$ cat src/rtl/qei_snapshot_arbiter.sv
// qei_snapshot_arbiter
// Shares one 8-bit valid/ready byte stream between NCH quadrature-decoder
// channels. A requesting channel's 16-bit count (and direction) is captured
// atomically at the grant edge and then sent as a short byte frame.
// Requests are granted round-robin.
//
// Optional feature macro: QEI_SNAP_HDR_EN
//   defined   : frames are HDR, LO, HI (header = {1, dir, 0000, channel})
//   undefined : frames are LO, HI (direction is not transmitted)
//
// Ports
//   clk        system clock, rising edge
//   rst_n      synchronous active-low reset
//   ch_count   NCH x 16-bit position counts, channel i at [16i+15:16i]
//   ch_dir     per-channel direction bit (1 = forward)
//   req        one-cycle snapshot request pulses, one per channel
//   out_data   frame byte
//   out_valid  out_data is valid
//   out_ready  consumer accepts the byte
//   out_last   final byte of a frame
//   grant_ch   channel owning the current frame, 0 when idle
//   busy       frame in progress
module qei_snapshot_arbiter #(
  parameter int NCH = 2
) (
  input  logic              clk,
  input  logic              rst_n,
  input  logic [NCH*16-1:0] ch_count,
  input  logic [NCH-1:0]    ch_dir,
  input  logic [NCH-1:0]    req,
  output logic [7:0]        out_data,
  output logic              out_valid,
  input  logic              out_ready,
  output logic              out_last,
  output logic [1:0]        grant_ch,
  output logic              busy
);

  typedef enum logic [1:0] {
    IDLE = 2'd0,
`ifdef QEI_SNAP_HDR_EN
    HDR  = 2'd1,
`endif
    LO   = 2'd2,
    HI   = 2'd3
  } state_t;

`ifdef QEI_SNAP_HDR_EN
  localparam state_t FIRST = HDR;
`else
  localparam state_t FIRST = LO;
`endif

  state_t         state;
  state_t         state_nxt;
  logic [NCH-1:0] pending;
  logic [NCH-1:0] clr_mask;
  logic [1:0]     last_grant;
  logic [1:0]     winner;
  logic [1:0]     grant_r;
  logic [15:0]    win_cnt;
  logic [15:0]    snap_cnt;
  logic           grant_fire;

  // First pending channel at or after last+1, wrapping at NCH. The loop
  // walks from the farthest candidate to the nearest so the nearest wins.
  function automatic logic [1:0] rr_pick(input logic [NCH-1:0] p,
                                         input logic [1:0]     last);
    logic [1:0] w;
    w = 2'd0;
    for (int k = NCH; k >= 1; k--) begin
      for (int i = 0; i < NCH; i++) begin
        if (i == (int'(last) + k) % NCH && p[i]) w = 2'(i);
      end
    end
    return w;
  endfunction

  always_comb begin
    winner   = rr_pick(pending, last_grant);
    win_cnt  = '0;
    clr_mask = '0;
    for (int i = 0; i < NCH; i++) begin
      if (winner == 2'(i)) win_cnt = ch_count[i*16 +: 16];
      clr_mask[i] = grant_fire && (winner == 2'(i));
    end
  end

`ifdef QEI_SNAP_HDR_EN
  logic win_dir;
  logic snap_dir;

  always_comb begin
    win_dir = 1'b0;
    for (int i = 0; i < NCH; i++) begin
      if (winner == 2'(i)) win_dir = ch_dir[i];
    end
  end

  always_ff @(posedge clk) begin
    if (grant_fire) snap_dir <= win_dir;
  end
`else
  // Direction only travels in the header, so it has no sink here.
  logic unused_dir;
  assign unused_dir = ^ch_dir;
`endif

  always_ff @(posedge clk) begin
    if (!rst_n) begin
      state      <= IDLE;
      pending    <= '0;
      last_grant <= 2'(NCH - 1);
    end else begin
      state <= state_nxt;
      // A request in the grant cycle re-arms the bit after it is cleared.
      pending <= (pending & ~clr_mask) | req;
      if (grant_fire) last_grant <= winner;
    end
  end

  // Snapshot registers: only meaningful while a frame is in flight.
  always_ff @(posedge clk) begin
    if (grant_fire) begin
      snap_cnt <= win_cnt;
      grant_r  <= winner;
    end
  end

  always_comb begin
    state_nxt  = state;
    grant_fire = 1'b0;
    out_valid  = 1'b0;
    out_last   = 1'b0;
    out_data   = 8'h00;
    case (state)
      IDLE: begin
        if (|pending) begin
          grant_fire = 1'b1;
          state_nxt  = FIRST;
        end
      end
`ifdef QEI_SNAP_HDR_EN
      HDR: begin
        out_valid = 1'b1;
        out_data  = {1'b1, snap_dir, 4'b0000, grant_r};
        if (out_ready) state_nxt = LO;
      end
`endif
      LO: begin
        out_valid = 1'b1;
        out_data  = snap_cnt[7:0];
        if (out_ready) state_nxt = HI;
      end
      HI: begin
        out_valid = 1'b1;
        out_last  = 1'b1;
        out_data  = snap_cnt[15:8];
        if (out_ready) state_nxt = IDLE;
      end
      default: state_nxt = IDLE;
    endcase
  end

  assign busy     = (state != IDLE);
  assign grant_ch = (state == IDLE) ? 2'd0 : grant_r;

endmodule

$ cat config.mk
export PLATFORM = sky130hd
export DESIGN_NAME = qei_snapshot_arbiter
export DESIGN_NICKNAME = d
export VERILOG_FILES = /design/src/rtl/qei_snapshot_arbiter.sv
export SDC_FILE = /design/constraint.sdc
export NUM_CORES = 1
export LEC_CHECK = 0
export BUFFER_PORTS_ARGS = -buffer_cell sky130_fd_sc_hd__buf_2
export CAP_MARGIN = 30
export CORE_MARGIN = 10
export CORE_UTILIZATION = 46
export DETAILED_ROUTE_END_ITERATION = 12
export GPL_ROUTABILITY_DRIVEN = 0
export PLACE_DENSITY = 0.79
export SLEW_MARGIN = 20
export SYNTH_ARGS = -nofsm -noshare
export SYNTH_HDL_FRONTEND = slang
export SYNTH_SLANG_ARGS = --single-unit
$ cat constraint.sdc
create_clock -name clk -period 2.36 [get_ports clk]
set_input_delay 0.118 -clock clk [delete_from_list [all_inputs] [get_ports clk]]
set_output_delay 0.118 -clock clk [all_outputs]
set_load 0.01 [all_outputs]
# After elaboration in Yosys (flattened, before gate mapping)
# Index checks and enable logic that the tools add are counted.
[classes]
mux = 15
n_reduce_logical = 12
n_eq_ne = 8
bitwise_logic = 5
addsub = 2
[op_table]
columns = ["cell", "n"]
rows = [
  ["$logic_not A32 Y1", 1],
  ["$mux W16", 2],
  ["$pmux W8 S2", 1],
  ["$mux W2", 6],
  ["$ne A2 B2 Y1 const B", 3],
  ["$pmux W2 S3", 1],
  ["$logic_and A1 B1 Y1", 5],
  ["$mux W1", 5],
  ["$eq A2 B2 Y1 const A", 2],
  ["$eq A2 B2 Y1 const B", 2],
  ["$logic_not A2 Y1", 2],
  ["$reduce_or A2 Y1", 2],
  ["$reduce_and A3 Y1", 1],
  ["$add A1 B1 Y1 const B", 2],
  ["$and A1 B1 Y1 const A", 2],
  ["$and A2 B2 Y2", 1],
  ["$eq A2 B1 Y1 const B", 1],
  ["$not A2 Y2", 1],
  ["$or A2 B2 Y2", 1],
  ["$reduce_bool A2 Y1", 1],
]
[word_totals]
inputBits = 39
wordCells = 47
regBits = 23

# Depth between registers and ports, before layout
# Gate-level depths: netlist of the first run.
[depth]
word_depth = 12
depth_mapped = 4

# Worst setup path before layout of the first run
# Ideal clock, no wire load.
[synth_timing]
path_type = "reg-to-reg"
from = "reg state[0]"
to = "reg grant_r[0], enable pin"
setup_slack_ps = 609
period_less_slack_ps = 1751
path_stages_with_launch = 4
t_arrival_ps = 1360
n_path_buf = 0
cell_sequence = "dfxtp_1 > nor2_1 > inv_1 > nor2_1"
[synth_via]
elab_chain_cells = 2
[synth_rtl]
columns = ["element", "line", "rtl"]
rows = [
  ["start, declared", "54", "state_t state;"],
  ["start signal, assigned", "115", "state <= state_nxt;"],
  ["$logic_not A2 Y1", "136", "case (state)"],
  ["$mux W1", "136", ""],
  ["via grant_fire", "63", "logic grant_fire;"],
  ["end signal, assigned", "126", "grant_r <= winner;"],
  ["end, declared", "60", "logic [1:0] grant_r;"],
]
# The timed path passes the listed nets, and every way through them passes these cells.
# A chain may end at the register's enable or synchronous reset.

# Final worst setup path of the first run
[layout_timing]
from = "reg pending[1]"
to = "reg snap_cnt[0] (data pin)"
[layout_via]
elab_chain_cells = 7
word_cells_on_any_way = 9
[layout_rtl]
columns = ["element", "line", "rtl"]
rows = [
  ["start, declared", "56", "logic [NCH-1:0] pending;"],
  ["start signal, assigned", "117", "pending <= (pending & ~clr_mask) | req;"],
  ["$logic_and A1 B1 Y1", "73", "if (i == (int'(last) + k) % NCH && p[i]) w = 2'(i);"],
  ["$mux W1", "73", ""],
  ["$mux W2", "73", ""],
  ["$mux W2 (*)", "73", ""],
  ["$logic_not A2 Y1", "84", "if (winner == 2'(i)) win_cnt = ch_count[i*16 +: 16];"],
  ["$mux W16", "84", ""],
  ["$mux W16 (*)", "84", ""],
  ["via win_cnt[0]", "61", "logic [15:0] win_cnt;"],
  ["end signal, assigned", "125", "snap_cnt <= win_cnt;"],
  ["end, declared", "62", "logic [15:0] snap_cnt;"],
]
# The timed path passes the listed nets; every way through them passes the cells marked *.

==> flow_summary.yaml, run 1 <==
outcome:
  status: "finished, final reports clean"
detailed_routing:
  viasPerCell: 5.00
  wl_per_cell_um: 15.5
  drc_errors: 0
  vias: 800
  wl_um: 2480
  ant_nets: 0
  drtIter0Drc: 27
  dr.pass1.iters: 4
clock_tree:
  h-tree-depth: 1
  numCtsBuffers: 3
  clk_pin_slew_ns: 0.12
  root_buffer: "clkbuf_4"
  clock_path_buffers: 2
  post_cts_resize_count: 0
  cts_tree: "built"
  numClockSinks: 22
  holdBufCountCts: 0
  post_cts_buffers: 0
  clock_latency_ns: 0.31
place:
  port-buffer-count: 48
  place_ws_ns: 0.681
  place_inst: 156
worst_setup_path:
  path_buf_inv: 0
  cp_slowest_cell: "a21boi_4"
  end_kind: "flip-flop"
  crit_type: "reg2reg"
  crit_family: "compound AO/OA/AOI/OAI gates"
  cp_cell_sequence: "a21boi_4 -> mux2_2"
  crit_arrival_ns: 1.74
  crit_path_max_incr_delay_ns: 0.60
  worst-path-max-fanout: 17
  cp.required_ns: 2.43
  critPathLaunchType: "flip-flop"
synth:
  yosys-top-cells-count: "edfxtp_1, mux2_4, mux2i_1, nor2b_1, mux2_2"
  synth_top_area_share_pct: 45.0
  yosysWarnings: 0
  synth_edf_count: 17
  syn_area_sq_um: 1130
  syn_nets: 122
  yosysMostFrequentCell: "edfxtp_1"
  synth_cell_types: 21
  ys_seq_area_share_pct: 53.8
  postSynthCellCount: 83
  ys.flop_type: "edfxtp_1"
  netlist_top_cells_area: "edfxtp_1, mux2_4, dfxtp_1, mux2i_1, mux2_2"
  ys_async_sr_fraction_pct: 0
  synth_top_cell_by_area: "edfxtp_1"
  ys_ff_latch: 22
  syn_area_per_cell_sq_um: 13.7
sta:
  fin_setup_tns_ns: 0
  fin_crit_sh_pct: 70.5
  finalSetupViolations: 0
  max_clock_freq_ghz: 0.601
  fin_ws_ns: 0.695
  finClkSkew_ns: 0.00398
  slew_viol_final: 0
  period_needed_ns: 1.66
  final_hold_viol_count: 0
  slew_headroom_pct: 55.1
  rsz0062_at_grt: "no"
  tightest_slew_ns: 0.671
job:
  drv_cap: 0
floorplanning:
  placementRows: 17
  initial_core_util_pct: 49.9
  die_w_um: 69.7
  ios: 52
  die_h_um: 69.7
  die_area_sq_um: 4850
  core_region_area_sq_um: 2280
cells_and_area:
  antennaDiodeCount: 0
  drive_above_1_share_pct: 53.8
  nets: 172
  utilization_pct: 62.3
  stdcell_count: 160
  syn_to_final_growth_pct: 25.0
global_route:
  grt_pass1_vias: 885
  grt_overflow: 0
  grt_max_degree: 18
  grt_usage_pct: 9.88
  antenna_found_initial: 0
  grt_pass1_wl_um: 3970
pwr:
  swShare_pct: 24.7
  p_int_uw: 663
  power.share.sequential_pct: 55.6
  total_leakage_power_nw: 0.635
  switchingPower_uw: 218
  power_density_nw_per_um2: 621
  p_comb_share_pct: 21.0
  clockPowerShare_pct: 23.4
  ir_drop_mv: 0.362
  totalPowerFinal_uw: 881
hold_path:
  hold_path.class: "in2reg"
[layer usage]
layer  global-route usage [%]  wire (um)
met2                     18.3       1350
met1                     9.26        883
met4                     4.57         25
met3                     3.71        219
met5                        0          0
[power groups by stage]
| stage | sequential (mW) | combinational [mW] | clock [mW] |
|---|---|---|---|
| floorplan | 0.491 | 0.128 | 0 |
| global placement | 0.495 | 0.180 | 0 |
| detailed placement | 0.499 | 0.187 | 0 |
| CTS | 0.490 | 0.188 | 0.211 |
| global route | 0.495 | 0.204 | 0.231 |
| finish | 0.489 | 0.185 | 0.206 |
[stage by stage]
| stage | cell area [sq um] | hold WS (ns) |
|---|---|---|
| finish | 1420 | 0.0161 |
| global route | 1420 | 0.00793 |
| CTS | 1420 | 0.0112 |
| detailed placement | 1380 | 0.344 |
| global placement | 1380 | 0.313 |
| floorplan | 1130 | 0.194 |
[registers in the layout, summed over array words and instances, names as in the netlist]
signal      cells
pending         2
last_grant      1
state           2
grant_r         1
snap_cnt       16
[layout make-up]
class                   count  area [sq um]
repair buffers             50           255
fillers                   202           857
well taps                  28          35.0
clock buffers               4          36.3
multi-input cells          54           474
flip-flops and latches     22           611
inverters                   2          7.51
[path summary, 6_finish.rpt]
kind / depth (start not counted) / slack [ns] / to / from
worst max register to register: 2 / 0.70 / snap_cnt[0] / pending[1]
worst max-delay path: 2 / 0.70 / snap_cnt[0] / pending[1]
worst min-delay path: 3 / 0.02 / pending[0] / req[0]
worst min register to register: 2 / 0.56 / pending[0] / pending[0]
[placed cells by master (no fill, tap or decap), drive strengths merged, types with 3 or more instances in the layout]
master / count
and2: 3
dfxtp: 5
nor2: 4
nor2b: 8
nand2: 3
o21ai: 3
edfxtp: 17
mux2: 16
buf: 50
clkbuf: 4
mux2i: 8
[logic make-up after synthesis]
group	synth area share, %
buffers and inverters	4.41
xor gates and xnor gates	0.772
AOI/OAI and AO/OA	5.29
and+or+nand+nor	9.48
other	0.330
muxes	25.9
DFF	53.8
[worst reg2reg max path, delay by kind of cell (launching register included)]
kind | cells | cell delay (ns)
muxes | 1 | 0.43
DFF | 1 | 0.41
AOI/OAI and AO/OA | 1 | 0.60
Note: power is estimated with default switching activity, not from simulation.
==> run 2: changes to the inputs <==
--- a/config.mk
+++ b/config.mk
@@ -8,10 +8,10 @@
 export BUFFER_PORTS_ARGS = -buffer_cell sky130_fd_sc_hd__buf_2
 export CAP_MARGIN = 30
 export CORE_MARGIN = 10
-export CORE_UTILIZATION = 46
+export CORE_UTILIZATION = 41
 export DETAILED_ROUTE_END_ITERATION = 12
 export GPL_ROUTABILITY_DRIVEN = 0
-export PLACE_DENSITY = 0.79
+export PLACE_DENSITY = 0.74
 export SLEW_MARGIN = 20
 export SYNTH_ARGS = -nofsm -noshare
 export SYNTH_HDL_FRONTEND = slang
==> constraint.sdc (replaced) <==
create_clock -name clk -period 1.4 [get_ports clk]
set_input_delay 0.07 -clock clk [delete_from_list [all_inputs] [get_ports clk]]
set_output_delay 0.07 -clock clk [all_outputs]
set_load 0.01 [all_outputs]
==> run 2 against run 1 <==
Total power rose by 74%. Sequential power rose by 67%. Cell count rose by 7.5%. Global-route usage fell by 0.29 points. Critical endpoint is now snap_cnt[3]. Largest power group unchanged. Highest routed layer unchanged.
==> flow_summary.yaml, run 2 (synthesized netlist as in run 1, its figures left out) <==
pwr:
  p_comb_share_pct: 24.1
  p_int_mw: 1.15
  total_leakage_power_nw: 0.685
  swShare_pct: 25.0
  ir_drop_mv: 0.654
  power_density_nw_per_um2: 1010
  switchingPower_uw: 384
  power.share.sequential_pct: 53.0
  clockPowerShare_pct: 22.8
floorplanning:
  die_area_sq_um: 5270
  die_w_um: 72.6
  die_h_um: 72.6
  ios: 52
  placementRows: 19
  initial_core_util_pct: 41.9
  core_region_area_sq_um: 2710
clock_tree:
  h-tree-depth: 1
  clk_pin_slew_ns: 0.12
  clock_latency_ns: 0.30
  numClockSinks: 22
  clock_path_buffers: 2
  numCtsBuffers: 3
  cts_tree: "built"
  root_buffer: "clkbuf_4"
cells_and_area:
  syn_to_final_growth_pct: 34.1
  final_common_cell: "buf_2"
  drive_above_1_share_pct: 58.2
  regArea_sq_um: 612
  final_cell_mix: "buf_2, edfxtp_1, mux2_4"
  utilization_pct: 56.1
  final_area_sq_um: 1520
  top_register: "snap_cnt"
  n_fill_cell: 232
  top_regs: "snap_cnt: 16 flops, pending: 2 flops, state: 2 flops"
  largest_reg_flops: 16
  multi_input_area_sq_um: 485
  antennaDiodeCount: 0
  nets: 181
global_route:
  grt_max_degree: 18
  grt_overflow: 0
  grt_pass1_vias: 848
  grt_usage_pct: 9.59
  grtUsageMet3_pct: 4.08
  grt_most_used_layer: "met2"
  grt_pass1_wl_um: 3950
  antenna_found_initial: 0
  use_met1_pct: 10.2
  use_met2_pct: 16.4
hold_path:
  worstHoldStart: "req[1]"
  hold_path.class: "in2reg"
detailed_routing:
  ant_nets: 0
  dr.pass1.iters: 4
  wl_um: 2580
  vias: 803
  drtIter0Drc: 22
  viasPerCell: 4.67
  wl_per_cell_um: 15.0
  drc_errors: 0
worst_setup_path:
  critPathLaunchType: "flip-flop"
  crit_path_max_incr_delay_ns: 0.38
  end_kind: "flip-flop"
  worst-path-max-fanout: 17
  crit_arrival_ns: 1.39
  startpoint: "last_grant[0]"
  path_buf_inv: 1
  crit_family: "flip-flops"
  cp_slowest_cell: "dfxtp_1"
  cp.required_ns: 1.47
  cp_cell_sequence: "a21boi_4 -> buf_12 -> mux2_2"
  crit_type: "reg2reg"
  reg2reg_from: "last_grant[0]"
place:
  port-buffer-count: 48
  placed_cell_area_sq_um: 1440
  dp_hpwl_um: 2010
sta:
  rsz0062_at_grt: "no"
  final_hold_viol_count: 0
  period_needed_ns: 1.32
  fin_crit_sh_pct: 94.4
  fin_setup_tns_ns: 0
  finClkSkew_ns: 0.00559
  slew_viol_final: 0
  finalSetupViolations: 0
  max_clock_freq_ghz: 0.757
outcome:
  status: "finished, final reports clean"
job:
  drv_cap: 0
==> run 2: routing by layer <==
metal	share of wire (%)	vias to the layer above
met3	7.5	2
met2	53	30
met4	0.50	0
li1	-	409
met1	39	362
met5	0	-
==> run 2: layout make-up <==
type                            count  area share, %
Clock buffer                        4           2.38
Inverter                            2          0.493
Multi-Input combinational cell     54           31.9
Sequential cell                    22           40.2
Tap cell                           31           2.55
Timing Repair Buffer               59           22.5
==> run 2: metrics by stage <==
stage	cells	hold WS, ns	worst slack, ns	power [mW]
after floorplan	83	0.146	0.0148	1.05
after global placement	164	0.267	0.110	1.18
after detailed placement	164	0.270	0.0775	1.19
after CTS	170	0.00322	0.0302	1.54
after global routing	172	0.0198	0.00134	1.61
final	172	0.0121	0.0789	1.54
==> run 2: power groups by stage <==
| stage | sequential [mW] | clock (mW) | combinational (mW) |
|---|---|---|---|
| after floorplan | 0.826 | 0 | 0.222 |
| after global routing | 0.822 | 0.382 | 0.409 |
| after CTS | 0.814 | 0.359 | 0.370 |
| after global placement | 0.824 | 0 | 0.353 |
| final | 0.815 | 0.351 | 0.371 |
| after detailed placement | 0.829 | 0 | 0.364 |
==> run 2: worst reg2reg max path: cells and delay by family (launching register included) <==
family,cells,cell delay [ns]
flops,1,0.38
buf+inv,1,0.18
compound gates,1,0.17
mux,1,0.36
==> run 2: path summary, 6_finish.rpt <==
path | end | slack (ns) | cells after the start
worst min register to register | last_grant[0] | 0.62 | 2
worst max register to register | snap_cnt[3] | 0.08 | 3
worst max-delay path | snap_cnt[3] | 0.08 | 3
worst min-delay path | pending[1] | 0.01 | 3
==> run 2: timing repair <==
action | CTS | global route
buffers inserted | 0 | 1
endpoints found under the hold margin | 2 | 0
endpoints found under the setup margin | 0 | 9
resized for setup | 0 | 4
hold buffers | 2 | 0
==> run 3: changes to the inputs <==
--- a/config.mk
+++ b/config.mk
@@ -12,6 +12,7 @@
 export DETAILED_ROUTE_END_ITERATION = 12
 export GPL_ROUTABILITY_DRIVEN = 0
 export PLACE_DENSITY = 0.74
+export RECOVER_POWER = 100
 export SLEW_MARGIN = 20
 export SYNTH_ARGS = -nofsm -noshare
 export SYNTH_HDL_FRONTEND = slang
==> constraint.sdc (replaced) <==
create_clock -name clk -period 1.4 [get_ports clk]
set_input_delay 0.14 -clock clk [delete_from_list [all_inputs] [get_ports clk]]
set_output_delay 0.14 -clock clk [all_outputs]
set_load 0.01 [all_outputs]
==> run 3 against run 2 <==
The run now ends with negative setup slack left. Largest cell class unchanged. Die area stayed put. Global-route usage is 0.22 points lower. Critical path type unchanged. Worst setup slack worse by 0.083 ns. Hold slack better by 0.015 ns. Clock power is 35% higher. Register-to-register slack worse by 0.08 ns. Sequential power is 0.6% lower.
==> flow_summary.yaml, run 3 (synthesized netlist as in run 1, its figures left out) <==
place:
  place_ws_ns: 0.0750
  dp_hpwl_um: 1910
  port-buffer-count: 48
  placed_cell_area_sq_um: 1450
outcome:
  violations: "negative setup slack"
  status: "finished with violations"
pwr:
  total_leakage_power_nw: 0.665
  p_int_mw: 1.27
  power_density_nw_per_um2: 1100
  ir_drop_mv: 0.958
  p_comb_share_pct: 21.5
  power.share.sequential_pct: 49.5
  swShare_pct: 22.6
  clockPowerShare_pct: 29.0
  switchingPower_uw: 370
detailed_routing:
  wl_met3_um: 205
  ant_nets: 0
  drtIter0Drc: 23
  wl_um: 2390
  drc_errors: 0
  vias: 798
  dr.pass1.iters: 4
  met2_length_um: 1260
  wl_per_cell_um: 14.2
  wl_met1_um: 912
  top_layer: "met4"
  viasPerCell: 4.75
sta:
  rsz0062_at_grt: "yes"
  fin_ws_ns: -0.00388
  slew_viol_final: 0
  period_needed_ns: 1.40
  max_clock_freq_ghz: 0.712
  finalSetupViolations: 1
  whs_ns: 0.0270
  finClkSkew_ns: 0.00174
  fin_crit_sh_pct: 100
  final_hold_viol_count: 0
cells_and_area:
  syn_to_final_growth_pct: 31.0
  final_common_cell: "buf_2"
  nets: 177
  final_area_sq_um: 1490
  antennaDiodeCount: 0
  largest_reg_flops: 16
  top_regs: "snap_cnt: 16 flops, pending: 2 flops, state: 2 flops"
  top_register: "snap_cnt"
  utilization_pct: 54.8
  drive_above_1_share_pct: 56.2
  final_cell_mix: "buf_2, edfxtp_1, mux2_4"
floorplanning:
  die_w_um: 72.6
  die_h_um: 72.6
  core_region_area_sq_um: 2710
  die_area_sq_um: 5270
  ios: 52
  initial_core_util_pct: 41.9
  placementRows: 19
clock_tree:
  h-tree-depth: 1
  root_buffer: "clkbuf_4"
  numClockSinks: 22
  clk_pin_slew_ns: 0.12
  cts_tree: "built"
  clock_latency_ns: 0.30
  clock_path_buffers: 2
  post_cts_buffers: 0
  numCtsBuffers: 3
  holdBufCountCts: 0
global_route:
  grt_pass1_wl_um: 3890
  grt_max_degree: 18
  grt_overflow: 0
  grt_pass1_vias: 911
  grt_usage_pct: 9.38
  antenna_found_initial: 0
worst_setup_path:
  worst-path-max-fanout: 17
  critPathLaunchType: "flip-flop"
  crit_type: "reg2reg"
  cp_cell_sequence: "a21boi_1 -> buf_12 -> mux2_2"
  crit_path_max_incr_delay_ns: 0.35
  cp_slowest_cell: "dfxtp_1"
  crit_arrival_ns: 1.47
  crit_family: "flip-flops"
  path_buf_inv: 1
  end_kind: "flip-flop"
  cp.required_ns: 1.47
hold_path:
  hold_path.class: "in2reg"
job:
  drv_cap: 0
## run 3: final timing paths
path                                      end  depth (start not counted)     startpoint  slack (ns)
worst max-delay path              snap_cnt[4]                          3     pending[1]      -0.004
worst max register to register    snap_cnt[4]                          3     pending[1]      -0.004
worst min-delay path               pending[0]                          3         req[0]        0.03
worst min register to register  last_grant[0]                          2  last_grant[0]        0.60
## run 3: final cells by class
type,instances,area [sq um]
Timing Repair Buffer,55,305
Tap cell,31,38.8
Sequential cell,22,612
Fill cell,254,1220
Inverter,2,7.51
Multi-Input combinational cell,54,470
Clock buffer,3,22.5
Clock inverter,1,30.0
## run 3: power by group through the flow
stage | combinational (mW) | sequential [mW] | clock [mW]
3_5_place_dp | 0.370 | 0.828 | 0
6_report | 0.351 | 0.810 | 0.475
3_3_place_gp | 0.359 | 0.824 | 0
5_1_grt | 0.387 | 0.818 | 0.522
2_1_floorplan | 0.222 | 0.826 | 0
4_1_cts | 0.375 | 0.814 | 0.487
## run 3: what timing repair did
action / CTS / global route
endpoints found under the setup margin: 9 / 8
resized for setup: 4 / 0
pin swaps: 0 / 0
gates cloned: 1 / 0
## run 3: worst reg2reg max path, stage by stage, from the launching register on
cell and delay [ns]:
dfxtp_1 0.35, a21boi_1 0.26, buf_12 0.20, mux2_2 0.36
## run 3: per-stage QoR
stage,power (mW),setup TNS [ns],std cells
5_1_grt,1.73,-0.574,168
4_1_cts,1.68,0,168
3_3_place_gp,1.18,0,163
6_report,1.64,-0.00388,168
2_1_floorplan,1.05,0,83
3_5_place_dp,1.20,0,163
## run 3: layer usage
layer / track usage, % / vias up
met3: 4.22 / 2
met1: 8.72 / 364
met4: 4.43 / 0
met2: 17.0 / 30
li1: - / 402
met5: 0 / -
